===== config.mk =====
export PLATFORM = sky130hd
export DESIGN_NAME = shapool_host_link
export DESIGN_NICKNAME = d
export VERILOG_FILES = /design/src/rtl/shapool_host_link.sv
export SDC_FILE = /design/constraint.sdc
export NUM_CORES = 1
export LEC_CHECK = 0
export CAP_MARGIN = 20
export CORE_ASPECT_RATIO = 0.6
export CORE_MARGIN = 10
export CORE_UTILIZATION = 58
export CTS_BUF_LIST = sky130_fd_sc_hd__clkbuf_8
export CTS_CLUSTER_DIAMETER = 40
export DETAILED_ROUTE_END_ITERATION = 12
export PLACE_DENSITY = 0.88
export SLEW_MARGIN = 20
export SYNTH_ARGS = -nofsm -noshare
export SYNTH_HDL_FRONTEND = slang
export SYNTH_SLANG_ARGS = --single-unit

===== constraint.sdc =====
create_clock -name clk_in -period 4.25 [get_ports clk_in]
set_input_delay 0.85 -clock clk_in [delete_from_list [all_inputs] [get_ports clk_in]]
set_output_delay 0.85 -clock clk_in [all_outputs]
set_load 0.01 [all_outputs]

===== src/rtl/shapool_host_link.sv =====
// shapool_host_link: host-side job shifter and daisy-chain result reader for one shapool chain.
module shapool_host_link #(
    parameter int JOB_BITS   = 352,
    parameter int DAISY_BITS = 64,
    parameter int SCK_DIV    = 4
) (
    input  logic                  clk_in,
    input  logic                  reset_n_in,
    input  logic [JOB_BITS-1:0]   job_data_in,
    input  logic                  job_valid_in,
    output logic                  job_ready_out,
    input  logic                  abort_in,
    output logic                  sck0_out,
    output logic                  sdo0_out,
    output logic                  cs0_n_out,
    output logic                  sck1_out,
    output logic                  sdo1_out,
    input  logic                  sdi1_in,
    output logic                  cs1_n_out,
    input  logic                  ready_n_in,
    output logic [DAISY_BITS-1:0] result_data_out,
    output logic                  result_valid_out,
    output logic                  busy_out
);
    localparam int BW = $clog2((JOB_BITS > DAISY_BITS ? JOB_BITS : DAISY_BITS) + 1);
    typedef enum logic [2:0] {
        IDLE, JOB_SETUP, JOB_SHIFT, JOB_HOLD, WAIT_READY, RD_SETUP, RD_SHIFT, RD_HOLD
    } state_t;
    state_t state, state_d;
    logic [7:0] div, div_d;
    logic [BW-1:0] bits, bits_d;
    logic sck, sck_d, last, valid_d;
    logic [JOB_BITS-1:0] sr, sr_d;
    logic [DAISY_BITS-1:0] cap, cap_d, res_d;
    logic [1:0] rdy_sync;
    assign last = div == 8'(SCK_DIV - 1);
    assign sdo1_out = 1'b0;
    always_comb begin
        state_d = state;
        div_d   = div + 8'd1;
        bits_d  = bits;
        sck_d   = sck;
        sr_d    = sr;
        cap_d   = cap;
        res_d   = result_data_out;
        valid_d = 1'b0;
        case (state)
            IDLE: begin
                div_d = '0;
                if (job_valid_in && job_ready_out) begin
                    sr_d    = job_data_in;
                    bits_d  = '0;
                    state_d = JOB_SETUP;
                end
            end
            JOB_SETUP, RD_SETUP: if (last) begin
                div_d   = '0;
                sck_d   = 1'b1;
                state_d = state == JOB_SETUP ? JOB_SHIFT : RD_SHIFT;
                cap_d   = state == RD_SETUP ? {cap[DAISY_BITS-2:0], sdi1_in} : cap;
            end
            JOB_SHIFT, RD_SHIFT: if (last) begin
                div_d = '0;
                if (sck) begin
                    sck_d  = 1'b0;
                    bits_d = bits + BW'(1);
                    sr_d   = state == JOB_SHIFT ? sr << 1 : sr;
                end else if (bits == (state == JOB_SHIFT ? BW'(JOB_BITS) : BW'(DAISY_BITS))) begin
                    state_d = state == JOB_SHIFT ? JOB_HOLD : RD_HOLD;
                end else begin
                    // host samples sdi1 on the same edge that raises sck1
                    sck_d = 1'b1;
                    cap_d = state == RD_SHIFT ? {cap[DAISY_BITS-2:0], sdi1_in} : cap;
                end
            end
            JOB_HOLD: if (last) begin
                div_d   = '0;
                state_d = WAIT_READY;
            end
            WAIT_READY: begin
                div_d = div;
                if (div != 8'(SCK_DIV)) begin
                    div_d = div + 8'd1;
                end else if (!rdy_sync[1]) begin
                    div_d   = '0;
                    bits_d  = '0;
                    state_d = RD_SETUP;
                end
            end
            RD_HOLD: if (last) begin
                state_d = IDLE;
                res_d   = cap;
                valid_d = 1'b1;
            end
            default: state_d = IDLE;
        endcase
        if (abort_in) begin
            state_d = IDLE;
            div_d   = '0;
            sck_d   = 1'b0;
            res_d   = result_data_out;
            valid_d = 1'b0;
        end
    end
    always_ff @(posedge clk_in or negedge reset_n_in) begin
        if (!reset_n_in) begin
            state            <= IDLE;
            div              <= '0;
            bits             <= '0;
            sck              <= 1'b0;
            sr               <= '0;
            cap              <= '0;
            rdy_sync         <= 2'b11;
            sck0_out         <= 1'b0;
            sck1_out         <= 1'b0;
            sdo0_out         <= 1'b0;
            cs0_n_out        <= 1'b1;
            cs1_n_out        <= 1'b1;
            busy_out         <= 1'b0;
            job_ready_out    <= 1'b1;
            result_valid_out <= 1'b0;
            result_data_out  <= '0;
        end else begin
            state            <= state_d;
            div              <= div_d;
            bits             <= bits_d;
            sck              <= sck_d;
            sr               <= sr_d;
            cap              <= cap_d;
            rdy_sync         <= {rdy_sync[0], ready_n_in};
            sck0_out         <= sck_d && state_d == JOB_SHIFT;
            sck1_out         <= sck_d && state_d == RD_SHIFT;
            sdo0_out         <= (state_d inside {JOB_SETUP, JOB_SHIFT, JOB_HOLD}) && sr_d[JOB_BITS-1];
            cs0_n_out        <= !(state_d inside {JOB_SETUP, JOB_SHIFT, JOB_HOLD});
            cs1_n_out        <= !(state_d inside {RD_SETUP, RD_SHIFT, RD_HOLD});
            busy_out         <= state_d != IDLE;
            job_ready_out    <= state_d == IDLE && !valid_d;
            result_valid_out <= valid_d;
            result_data_out  <= res_d;
        end
    end
endmodule


==> results.md <==
Routing:
- The via density per instance is 5.85.
- The total length of routed met3 wires is 4210 um.
- In this run the top signal layer used is met5.
- Dividing the detail-routed wire length by the instance count gives ~20 um.
- Across all layers, the routed design uses around 18000 vias.
- The sum of routed wire length over all layers is between 60000 and 70000 um.
- In the detailed route, the total length drawn on met2 is 30500 um.
- The first detailed-routing pass took 8 iterations.
- The DRC violation total after the first TritonRoute iteration is between 2000 and 2500.
- The post-route antenna net violation count is 0.
- The met1 routed wirelength after detailed routing is 24900 um.
- The number of design rule violations left after detail routing is 0.

Timing:
- The count of final hold-check violations was 0.
- The relative slew slack is a little under two fifths.
- Setup repair after global routing left no endpoint under its margin.
- In the finished design, the share of the clock period the worst path needs comes to 74.9%.
- Timing would allow up to 0.314 GHz.
- Setup violations remaining at the end of the flow were counted as 0.
- The count of pins over their slew limit is 0.
- The minimum clock period is 3.18 ns.
- The clock skew after layout is 0.0486 ns.
- The setup TNS is 0 ns.
- The measured slew at the worst slew-check pin is approximately 0.94 ns.

Floorplan:
- The area of the core region is around 37000 sq um.
- The full die area is 46000 sq um.
- In this run the horizontal extent of the chip is approximately 270 um.
- For this design the top-level I/O count stands at roughly 430.
- For this configuration, the core starts out at a cell density of 59.4%.
- The floorplan has 54 rows.
- The die extent in y is approximately 170 um.

Critical path:
- The slowest stage of the critical path belongs to the cell sky130_fd_sc_hd__or4b_1.
- In this run the worst path has a maximum fanout of 45.
- Across all register-to-register paths, the minimum setup slack is between 1 and 1.5 ns.
- Data arrives at the worst endpoint at 3.70 ns.
- The signal on the critical path passes through ha_1 -> or4b_1 -> nor4_4 -> buf_4 -> buf_4 -> a22oi_1 -> a21oi_1.
- The kind of capture point of the worst setup path is a flop.
- The data required time of the worst path is 4.77 ns.
- The class of the most critical setup path is reg -> reg.
- The element type at the critical path start is a flop.
- The delay contributed by the slowest stage of the critical path is between 0.6 and 0.7 ns.
- The cell repeated most along the worst path is sky130_fd_sc_hd__buf_4.

Layout:
- The post-route netlist has a little under a tenth of its cells at a drive strength greater than 1.
- Summing all multi-input logic gate instances after layout gives 8180 sq um.
- After the last flow step, the layout net total stands at 2887.
- The cell area after layout is 27900 sq um.
- The library cell used most frequently in the layout, excluding fill and tap cells, is sky130_fd_sc_hd__dfrtp_1.
- In the layout the commonest cells are 506 x sky130_fd_sc_hd__dfrtp_1, 428 x sky130_fd_sc_hd__clkdlybuf4s50_1, 366 x sky130_fd_sc_hd__nor2_1, 359 x sky130_fd_sc_hd__a21oi_1, 350 x sky130_fd_sc_hd__a22oi_1.
- Registers take approximately 13000 sq um.
- The core utilization of the finished layout is around three quarters.
- The final standard cell count with taps included and fillers excluded is 3091.
- The filler cells instantiated in the layout total 2371.
- The area growth from synthesis to layout is 27.8%.

Placed design:
- The standard cell area after detailed placement is around 26000 sq um.
- The number of input and output port buffers inserted is about 430.
- At the end of routability-driven placement, the weighted congestion stood at about 0.88.
- The HPWL reported at the end of detailed placement is between 40000 and 50000 um.
- After detailed placement, the design holds a cell count of between 2000 and 3000.

Clock network:
- The H-tree depth is 3.
- The total of cells resized after clock tree synthesis is 0.
- The count of buffers added by post-CTS timing repair for setup is 0.
- The CTS tree is yes.
- After clock tree synthesis, the clock-pin slew on the worst setup and hold paths is around 0.070 ns.
- Clock tree synthesis selected as its root buffer the cell sky130_fd_sc_hd__clkbuf_8.
- The later pin in the worst-skew pair is clocked with a latency of around 0.65 ns.
- After clock tree synthesis, the flow added hold-fix buffers numbering 0.
- The maximum number of buffers from clock root to sink is 3.
- The tree built by TritonCTS fans out to just over 500 sinks.
- In this run, CTS created clock tree buffers numbering between 70 and 80.

Power:
- The maximum VDD drop is between 0.8 and 0.9 mV.
- The ratio of total power to cell area is roughly 700 nW/um^2.
- The leakage power summed over all cells is around 12 nW.

Logic synthesis:
- Each instance of the synthesized netlist takes up on average roughly 10 sq um.
- The number of different library cells used by synthesis comes to 56.
- The cell count after synthesis is 2162.
- The number of nets in the synthesized netlist is ~2500.
- The number of flip-flops and latches in the synthesized netlist is about 510.
- The number of synthesized flops with an enable pin is 0.
- Of all flip-flops after synthesis, the portion carrying an async set or reset was 100%.
- The count of synthesis-stage warnings from yosys is 0.
- The proportion of synthesized chip area in sequential cells is roughly three fifths.
- The most common flop cell mapped by yosys is sky130_fd_sc_hd__dfrtp_1.
- The synthesized netlist occupies a cell area of 21800 sq um.

GRT:
- The via count of the first global-routing pass is approximately 18000.
- For this run, the total global-route usage over all layers was measured as between 20% and 30%.
- For this run the aggregate overflow at the end of global routing stands at 0.
- The maximum number of pins on one net before global-route repair is approximately 190.
- The initial antenna violation count is 11.
- The wire length of the first global-routing pass is 97100 um.

Flow run:
- The number of maximum-capacitance constraint violations is 0.

Run status:
- The flow ran to the end, and the final reports show no timing, DRC or antenna violations.

Worst hold path:
- The worst min-delay path class is in -> async.
-- final cells by class --
class                           instances  share of cell area (%)
Clock inverter                         42                   0.771
Tap cell                              504                    2.26
Sequential cell                       511                    45.8
Clock buffer                           92                    4.54
Timing Repair Buffer                  463                    17.0
Antenna cell                           10                  0.0897
Multi-Input combinational cell       1457                    29.3
Inverter                               12                   0.166
-- state kept, by name, summed over array words and instances, names as in the netlist, 2 cells and up --
signal and cells:
bits 9, cap 64, div 8, rdy_sync 2, result_data_out 64, sr 352, state 3
-- synthesized netlist by cell type (all sizes together) (3+ instances only) --
| cell | n | area share, % |
|---|---|---|
| nor2 | 369 | 6.4 |
| nand4 | 4 | 0.11 |
| and2 | 3 | 0.086 |
| nor4 | 7 | 0.27 |
| buf | 115 | 2.6 |
| or3 | 4 | 0.11 |
| inv | 12 | 0.21 |
| xnor2 | 6 | 0.24 |
| nand3 | 7 | 0.16 |
| dfrtp | 506 | 58 |
| nand2b | 3 | 0.086 |
| ha | 8 | 0.46 |
| xor2 | 5 | 0.20 |
| o21ai | 12 | 0.28 |
| nand2 | 204 | 3.5 |
| nor3 | 9 | 0.28 |
| clkbuf | 67 | 1.2 |
| nor2b | 3 | 0.086 |
| nand3b | 3 | 0.10 |
| a21oi | 359 | 8.2 |
| mux2 | 65 | 3.4 |
| mux2i | 3 | 0.14 |
| dfstp | 5 | 0.60 |
| a22oi | 350 | 12 |
-- stage by stage --
step           hold slack (ns)  total power, W  worst slack (ns)
6_report                 0.106          0.0195              1.07
5_1_grt                 0.0877          0.0211             0.896
4_1_cts                  0.363          0.0195              1.12
3_5_place_dp             0.353          0.0155              1.16
3_3_place_gp             0.353          0.0149              1.24
2_1_floorplan            0.345          0.0137              1.85
-- logic make-up (layout without fill, tap and decap cells) --
kind of cell	count (synthesis)	after routing	share of synthesized area (%)
buf+inv	194	609	4.00
simple gates	630	630	11.7
xor+xnor	11	11	0.441
other cells	1	11	0.0172
flops	511	511	58.6
mux	68	68	3.49
fa+ha+maj	8	8	0.459
compound gates	739	739	21.3
-- report_power, final --
group	internal (W)	switching, W
Combinational	0.00281	0.00483
Sequential	0.00689	0.00103
Clock	0.00198	0.00194
-- final timing paths --
| kind | startpoint | end | cells after the start |
|---|---|---|---|
| max | div[0]$_DFFE_PN0P_ | sr[155]$_DFFE_PN0P_ | 7 |
| min | reset_n_in | sr[53]$_DFFE_PN0P_ | 1 |
| max reg2reg | div[0]$_DFFE_PN0P_ | sr[155]$_DFFE_PN0P_ | 7 |
| min reg2reg | rdy_sync[0]$_DFF_PN1_ | rdy_sync[1]$_DFF_PN1_ | 0 |
| max in group asynchronous | reset_n_in | sr[233]$_DFFE_PN0P_ | 3 |
| min in group clk_in | rdy_sync[0]$_DFF_PN1_ | rdy_sync[1]$_DFF_PN1_ | 0 |
-- critical path: cells and delay by family (launching register included) --
| family | cells | cell delay, ns |
|---|---|---|
| AOI/OAI and AO/OA | 2 | 0.42 |
| adders and majority gates | 1 | 0.21 |
| buffers and inverters | 2 | 1.03 |
| DFF | 1 | 0.41 |
| and+or+nand+nor | 2 | 0.99 |
-- per-layer routing --
metal | global-route usage [%] | up-vias
li1 | - | 8399
met3 | 6.45 | 103
met4 | 9.58 | 2
met5 | 0 | -
met2 | 42.4 | 681
met1 | 33.0 | 8902
No activity file was read; power rests on OpenSTA's default activity.
